## config.mk

```make
export PLATFORM = sky130hd
export DESIGN_NAME = horizontal_timing
export DESIGN_NICKNAME = d
export VERILOG_FILES = /design/src/rtl/t03_timing_pkg.sv /design/src/rtl/horizontal_timing_prescaler.sv /design/src/rtl/horizontal_timing.sv
export SDC_FILE = /design/constraint.sdc
export NUM_CORES = 1
export LEC_CHECK = 0
export BUFFER_PORTS_ARGS = -buffer_cell sky130_fd_sc_hd__buf_2
export CORE_MARGIN = 8
export CORE_UTILIZATION = 36
export CTS_CLUSTER_DIAMETER = 80
export DETAILED_ROUTE_END_ITERATION = 7
export PLACE_DENSITY = 0.65
export RECOVER_POWER = 100
export SLEW_MARGIN = 20
export SYNTH_ARGS = -nofsm -noshare
export SYNTH_HDL_FRONTEND = slang
export SYNTH_SLANG_ARGS = --single-unit
```

## constraint.sdc

```tcl
create_clock -name clk -period 3 [get_ports clk]
set_input_delay 0.15 -clock clk [delete_from_list [all_inputs] [get_ports clk]]
set_output_delay 0.15 -clock clk [all_outputs]
set_load 0.01 [all_outputs]
```

## src/rtl/t03_timing_pkg.sv

```systemverilog
// Shared timing constants and types for the 800x600@72 Hz display timing chain.
package t03_timing_pkg;

    localparam int H_ACTIVE = 800;
    localparam int H_FP     = 56;
    localparam int H_SYNC   = 120;
    localparam int H_BP     = 64;
    localparam int H_TOTAL  = H_ACTIVE + H_FP + H_SYNC + H_BP;
    localparam int V_TOTAL  = 666;

    typedef logic [10:0] cnt_t;

    typedef enum logic [1:0] {
        IDLE  = 2'd0,
        RUN   = 2'd1,
        DRAIN = 2'd2
    } htim_state_t;

    localparam cnt_t H_LAST     = cnt_t'(H_TOTAL - 1);
    localparam cnt_t HS_FIRST   = cnt_t'(H_ACTIVE + H_FP);
    localparam cnt_t HS_LAST    = cnt_t'(H_ACTIVE + H_FP + H_SYNC - 1);
    localparam cnt_t ACT_LIMIT  = cnt_t'(H_ACTIVE);

    function automatic logic in_sync(input cnt_t h);
        return (h >= HS_FIRST) && (h <= HS_LAST);
    endfunction

endpackage

```

## src/rtl/horizontal_timing_prescaler.sv

```systemverilog
// Modulo-CLK_DIV pixel prescaler; tick marks the last clk of each pixel period.
module pixel_prescaler #(
    parameter int CLK_DIV = 1
) (
    input  logic clk,
    input  logic rst,
    input  logic clr_i,
    output logic tick_o
);

    localparam int CW = (CLK_DIV > 1) ? $clog2(CLK_DIV) : 1;
    localparam logic [CW-1:0] LAST = CW'(CLK_DIV - 1);

    logic [CW-1:0] cnt_q;

    always_ff @(posedge clk) begin
        if (rst || clr_i) begin
            cnt_q <= '0;
        end else if (cnt_q == LAST) begin
            cnt_q <= '0;
        end else begin
            cnt_q <= cnt_q + 1'b1;
        end
    end

    assign tick_o = (cnt_q == LAST);

endmodule

```

## src/rtl/horizontal_timing.sv

```systemverilog
// Horizontal pixel counter with sync/active generation and a run/drain controller
// that always finishes the current line before parking.
module horizontal_timing
    import t03_timing_pkg::*;
#(
    parameter int CLK_DIV   = 1,
    parameter bit HSYNC_POL = 1'b1
) (
    input  logic        clk,
    input  logic        rst,
    input  logic        run,
    output logic [10:0] Hcnt,
    output logic        tc,
    output logic        hsync,
    output logic        h_active,
    output logic        line_start,
    output logic        busy
);

    htim_state_t state_q, state_d;
    cnt_t        hcnt_q, hcnt_d;
    logic        hsync_q, hsync_d;
    logic        h_active_q, h_active_d;
    logic        line_start_q, line_start_d;
    logic        tick, wrap;

    pixel_prescaler #(.CLK_DIV(CLK_DIV)) u_presc (
        .clk    (clk),
        .rst    (rst),
        .clr_i  (state_q == IDLE),
        .tick_o (tick)
    );

    assign wrap = tick && (hcnt_q == H_LAST);

    always_comb begin
        state_d = state_q;
        hcnt_d  = hcnt_q;
        case (state_q)
            IDLE: begin
                hcnt_d = '0;
                if (run) state_d = RUN;
            end
            RUN: begin
                if (tick) hcnt_d = wrap ? '0 : hcnt_q + 1'b1;
                if (!run) state_d = DRAIN;
            end
            DRAIN: begin
                if (tick) hcnt_d = wrap ? '0 : hcnt_q + 1'b1;
                // A re-raised run wins over the wrap so the next line is not lost.
                if (run)       state_d = RUN;
                else if (wrap) state_d = IDLE;
            end
            default: begin
                state_d = IDLE;
                hcnt_d  = '0;
            end
        endcase
    end

    // Derived outputs look at next-state values so they line up with Hcnt.
    always_comb begin
        line_start_d = (state_d != IDLE) && ((state_q == IDLE) || wrap);
        h_active_d   = (state_d != IDLE) && (hcnt_d < ACT_LIMIT);
        hsync_d      = ((state_d != IDLE) && in_sync(hcnt_d)) ? HSYNC_POL : ~HSYNC_POL;
    end

    always_ff @(posedge clk) begin
        if (rst) begin
            state_q      <= IDLE;
            hcnt_q       <= '0;
            hsync_q      <= ~HSYNC_POL;
            h_active_q   <= 1'b0;
            line_start_q <= 1'b0;
        end else begin
            state_q      <= state_d;
            hcnt_q       <= hcnt_d;
            hsync_q      <= hsync_d;
            h_active_q   <= h_active_d;
            line_start_q <= line_start_d;
        end
    end

    assign Hcnt       = hcnt_q;
    assign tc         = (state_q != IDLE) && wrap;
    assign hsync      = hsync_q;
    assign h_active   = h_active_q;
    assign line_start = line_start_q;
    assign busy       = (state_q != IDLE);

endmodule

```

# After elaboration in Yosys (flattened, before gate mapping)

Cells that the tools add are included.

Add/sub/neg operators: 2
Order comparisons: 3
Equal/unequal tests: 3
Muxes and demuxes: 9
Bitwise gates (word level): 1
Reduce and logical (&&, ||, !) cells: 13

Operators by type and width:

| operator                                                         | number |
|---|---|
| two-way mux 11 bit                                               | 3 |
| adder 11 x 1 -> 11 bit, second input constant                    | 1 |
| equality test 11 bit, second input constant                      | 1 |
| >= comparator 11 x 10 -> 1 bit, second input constant            | 1 |
| less-or-equal comparator 11 x 10 -> 1 bit, second input constant | 1 |
| < comparator 11 x 10 -> 1 bit, second input constant             | 1 |
| two-way mux 2 bit                                                | 4 |
| logical AND 1 bit                                                | 6 |
| one-hot mux 2 bit (3 select lines)                               | 1 |
| nonzero test 2 bit                                               | 2 |
| OR reduction 2 bit                                               | 2 |
| equality test 2 x 1 -> 1 bit, second input constant              | 1 |
| equality test 2 bit, second input constant                       | 1 |
| zero test 2 bit                                                  | 1 |
| logical OR 1 bit                                                 | 2 |
| adder 1 bit, second input constant                               | 1 |
| two-way mux 1 bit                                                | 1 |
| inverter 1 bit                                                   | 1 |

Register bits: 17
Input bits: 3
Word-level logic and storage cells: 37

# Longest topological paths before layout

Depth after elaboration: 9
Gate-level depth with buffers: 7
Gate-level depth less buffers: 7

# By module

Synthesis repeated with hierarchy kept, for this count alone.

Cell total of the unflattened synthesis: 124
Area total of the unflattened synthesis: 1057.3 um2

By module, submodules not included:

| module            | instances | cells an instance | area an instance (um2) | seq. area each (um2) |
|---|---|---|---|---|
| horizontal_timing | 1         | 121               | 1029.7                 | 320.3 |
| pixel_prescaler   | 1         | 3                 | 27.5                   | 20.0 |

# Least setup slack after synthesis

No wires, ideal clock.

Kind: reg-to-reg
Start point: register hcnt_q[0], in the netlist Hcnt[0]
End point: register hsync_q, in the netlist hsync
Arrival time: 1796 ps
Setup slack: 1075 ps
Cell stages (with the launch flop): 7
Buffers on the path: 0
Period minus slack after synthesis: 1925 ps
Cells stage by stage: dfxtp_1 ha_1 and4b_1 nand4_2 and4b_1 nor3_2 nor4bb_1

Longest elaborated chain between the ends: 9
Elaborated cells on any way between the ends: 15

Ends and longest elaborated chain:

| element                                                        | RTL line                | RTL |
|---|---|---|
| start, declared                                                | horizontal_timing.sv:21 | `cnt_t hcnt_q, hcnt_d;` |
| start signal, assigned                                         | horizontal_timing.sv:77 | `hcnt_q <= hcnt_d;` |
| branches (longest 7 deep; another with adder 11 x 1 -> 11 bit) | -                       |  |
| logical AND 1 bit *                                            | horizontal_timing.sv:65 | `hsync_d = ((state_d != IDLE) && in_sync(hcnt_d)) ? HSYNC_POL : ~HSYNC_POL;` |
| two-way mux 1 bit *                                            | horizontal_timing.sv:65 |  |
| end signal, assigned                                           | horizontal_timing.sv:72 | `hsync_q <= ~HSYNC_POL;` |
| end signal, assigned                                           | horizontal_timing.sv:78 | `hsync_q <= hsync_d;` |
| end, declared                                                  | horizontal_timing.sv:22 | `logic hsync_q, hsync_d;` |

Mark *: on every way between the ends.
A chain may end at the register's enable or synchronous reset.

# Final worst setup path

Ends and elaborated chain as after synthesis.

==> qor.csv <==
stage;metric;value;unit
run_status;run_status;complete, no violations;
power;powerDensity;383;nW/µm²
power;finalPower;0.438;mW
critical_path;regToRegEndpoint;hsync$_SDFF_PP0_;
floorplanning;rows;19;
floorplanning;start_util;37.7;%
yosys;synthArstFlopShare;0;%
clock_tree;htree_levels;1;
critical_path;critical_path.startpoint_type;flip-flop;
clock_tree;cts.reportedPaths.clkPinSlew;0.10;ns
yosys;syn_inst;122;
place;dp_slack;0.890;ns
sta;slew_violations;0;
detailed_routing;viasPerCell;5.42;
detailed_routing;first_pass_iters;4;
yosys;ys_warn_count;0;
sta;fin_crit;2.39;ns
sta;rsz0062_at_grt;false;
yosys;synth_ff_type;dfxtp_1;
detailed_routing;routed_wl;2330;µm
place;hpwl;1790;µm
place;place_area;1150;µm²
cells_and_area;final_area;1140;µm²
critical_path;reg2regPathDepth;6;
cells_and_area;insertedDiodeCount;0;
critical_path;reg2reg_from;Hcnt[0]$_SDFF_PP0_;
yosys;synth.distinct_cells;41;
detailed_routing;ant_nets;0;
yosys;syn-mean-instance-area;8.51;µm²
yosys;synth_nets;130;
clock_tree;ctsHoldBuffers;0;
global_routing;grt_pass1_vias;892;
cells_and_area;areaGrowthSynthToFinish;10.1;%
clock_tree;cts.repair.resized;0;
worst_hold_path;holdPathEnd;Hcnt[1]$_SDFF_PP0_;
floorplanning;die_y;69.7;µm
cells_and_area;stdcell_count;172;
clock_tree;cts_tree;built;
clock_tree;cts_buffer_depth;2;
detailed_routing;vias;933;
place;place_congestion;0.913;
yosys;synth_edf_count;0;
flow_run;maxCapViolations;0;
sta;hold_violations;0;
critical_path;crit_arrival;2.56;ns
sta;layout_setup_ws;0.612;ns
floorplanning;dieArea;4860;µm²
clock_tree;cts_setup_buffers;0;
sta;clock_skew;0.00102;ns
critical_path;critPathMaxFanout;9;
critical_path;worstSetupPathType;reg2reg;
global_routing;grt_pass1_wl;3950;µm
place;dpl.cell_count;168;
cells_and_area;fin_nets;150;
clock_tree;clkLatencyLatePin;0.29;ns
global_routing;grt_max_degree;11;
floorplanning;coreArea;2760;µm²
place;io_buffers;18;
worst_hold_path;hold_depth;3;
worst_hold_path;hold_class;in2reg;
global_routing;antenna_found_initial;0;
detailed_routing;initialDrtViolationCount;51;
detailed_routing;drc;0;
critical_path;end_kind;flip-flop;
power;p_leak;0.412;nW
sta;finalCritPeriodShare;79.6;%
critical_path;crit_required;3.17;ns
sta;setup_viol;0;
global_routing;grt_overflow;0;
cells_and_area;fill_cells;286;
floorplanning;io_pins;19;
yosys;seq_area_frac_synth;32.8;%
detailed_routing;wl_per_cell;13.5;µm
yosys;ys_ff_latch;17;
clock_tree;cts_buffers;3;
global_routing;track_usage;9.52;%
clock_tree;cts.sinks;17;
yosys;syn-cell-area;1040;µm²
sta;fmaxAchievable;0.419;GHz
critical_path;reg2reg_slack;0.61;ns
clock_tree;root_buffer;clkbuf_4;
worst_hold_path;min_from;rst;
sta;totalNegativeSetupSlack;0;ns
cells_and_area;drive_above_1_share;7.09;%
floorplanning;die_w;69.7;µm
power;peakVddDrop;247;µV
==> cell type report <==
class	count	area, µm²	share of cell area [%]
well taps	31	38.8	3.39
multi-input cells	95	642	56.1
clock buffers	4	26.3	2.30
inverters	7	26.3	2.30
flip-flops and latches	17	340	29.8
repair buffers	18	70.1	6.13
==> synth_stat cells, types with 2 or more instances <==
library cell | n | area [µm²]
nand2b_1 | 4 | 25.0
nor4_1 | 3 | 18.8
nor2_1 | 14 | 52.6
and2_1 | 2 | 12.5
nor3_2 | 2 | 20.0
o31ai_1 | 2 | 15.0
nand3b_1 | 3 | 22.5
nor2b_1 | 3 | 18.8
dfxtp_1 | 17 | 340
inv_1 | 7 | 26.3
o21ai_0 | 4 | 20.0
or2_1 | 2 | 12.5
nand2_1 | 6 | 22.5
xnor2_1 | 8 | 70.1
buf_4 | 2 | 15.0
nor3_1 | 3 | 15.0
ha_1 | 5 | 62.6
a21oi_1 | 9 | 45.0
and4b_1 | 2 | 20.0
and3_1 | 3 | 18.8
==> worst max-delay path by stage <==
stage / startpoint / end / cells after the start
2_1_floorplan: Hcnt[0]$_SDFF_PP0_ / hsync$_SDFF_PP0_ / 6
3_3_place_gp: Hcnt[0]$_SDFF_PP0_ / hsync$_SDFF_PP0_ / 6
3_5_place_dp: Hcnt[0]$_SDFF_PP0_ / hsync$_SDFF_PP0_ / 6
4_1_cts: Hcnt[0]$_SDFF_PP0_ / hsync$_SDFF_PP0_ / 6
5_1_grt: Hcnt[0]$_SDFF_PP0_ / hsync$_SDFF_PP0_ / 6
6_report: Hcnt[0]$_SDFF_PP0_ / hsync$_SDFF_PP0_ / 6
==> sequential cells by signal, summed over array words and instances, names as in the netlist <==
| signal | count |
|---|---|
| Hcnt | 11 |
| state_q | 2 |
| h_active | 1 |
| hsync | 1 |
| line_start | 1 |
| u_presc.cnt_q | 1 |
==> critical path, cell delays in order (launching register included) <==
cell and delay (ns):
dfxtp_1 0.47, ha_1 0.32, and4b_1 0.31, nand4_1 0.34, and4b_1 0.33, nor3_1 0.38, nor4bb_1 0.11
==> power by group <==
group / switching, mW / internal [mW]
clock network: 0.0724 / 0.0517
logic: 0.0410 / 0.0263
registers: 0.00956 / 0.237
total: 0.123 / 0.315
==> cells in the final DEF, fill, tap and decap left out, types with 3 or more instances in the layout <==
cell      instances
dfxtp_1          17
clkbuf_1         17
nor2_1           14
a21oi_1           9
xnor2_1           8
inv_1             7
nand2_1           6
ha_1              5
nor3_1            4
o21ai_0           4
nand2b_1          4
nor4_1            3
nand3b_1          3
and3_1            3
nor2b_1           3
clkbuf_4          3
==> metrics by stage <==
stage,hold slack (ns),util (%)
2_1_floorplan,0.371,-
6_report,0.206,41.5
5_1_grt,0.215,41.5
4_1_cts,0.202,42.6
3_3_place_gp,0.525,41.7
3_5_place_dp,0.524,41.7
==> logic make-up after synthesis <==
kind of cell               synth area share [%]
AOI/OAI and AO/OA                          16.1
xor gates and xnor gates                   7.59
adders and majority gates                  6.02
buffers and inverters                      4.34
DFF                                        32.8
other                                     0.361
and+or+nand+nor                            32.8
==> metal layers <==
| metal | vias to the layer above | part of all wire [%] | GRT usage [%] |
|---|---|---|---|
| met5 | - | 0 | 0 |
| met4 | 0 | 2.0 | 4.02 |
| met3 | 4 | 4.6 | 3.29 |
| met2 | 20 | 45 | 15.5 |
| met1 | 438 | 48 | 11.0 |
| li1 | 471 | - | - |
Power figures use the tool's default switching activity.
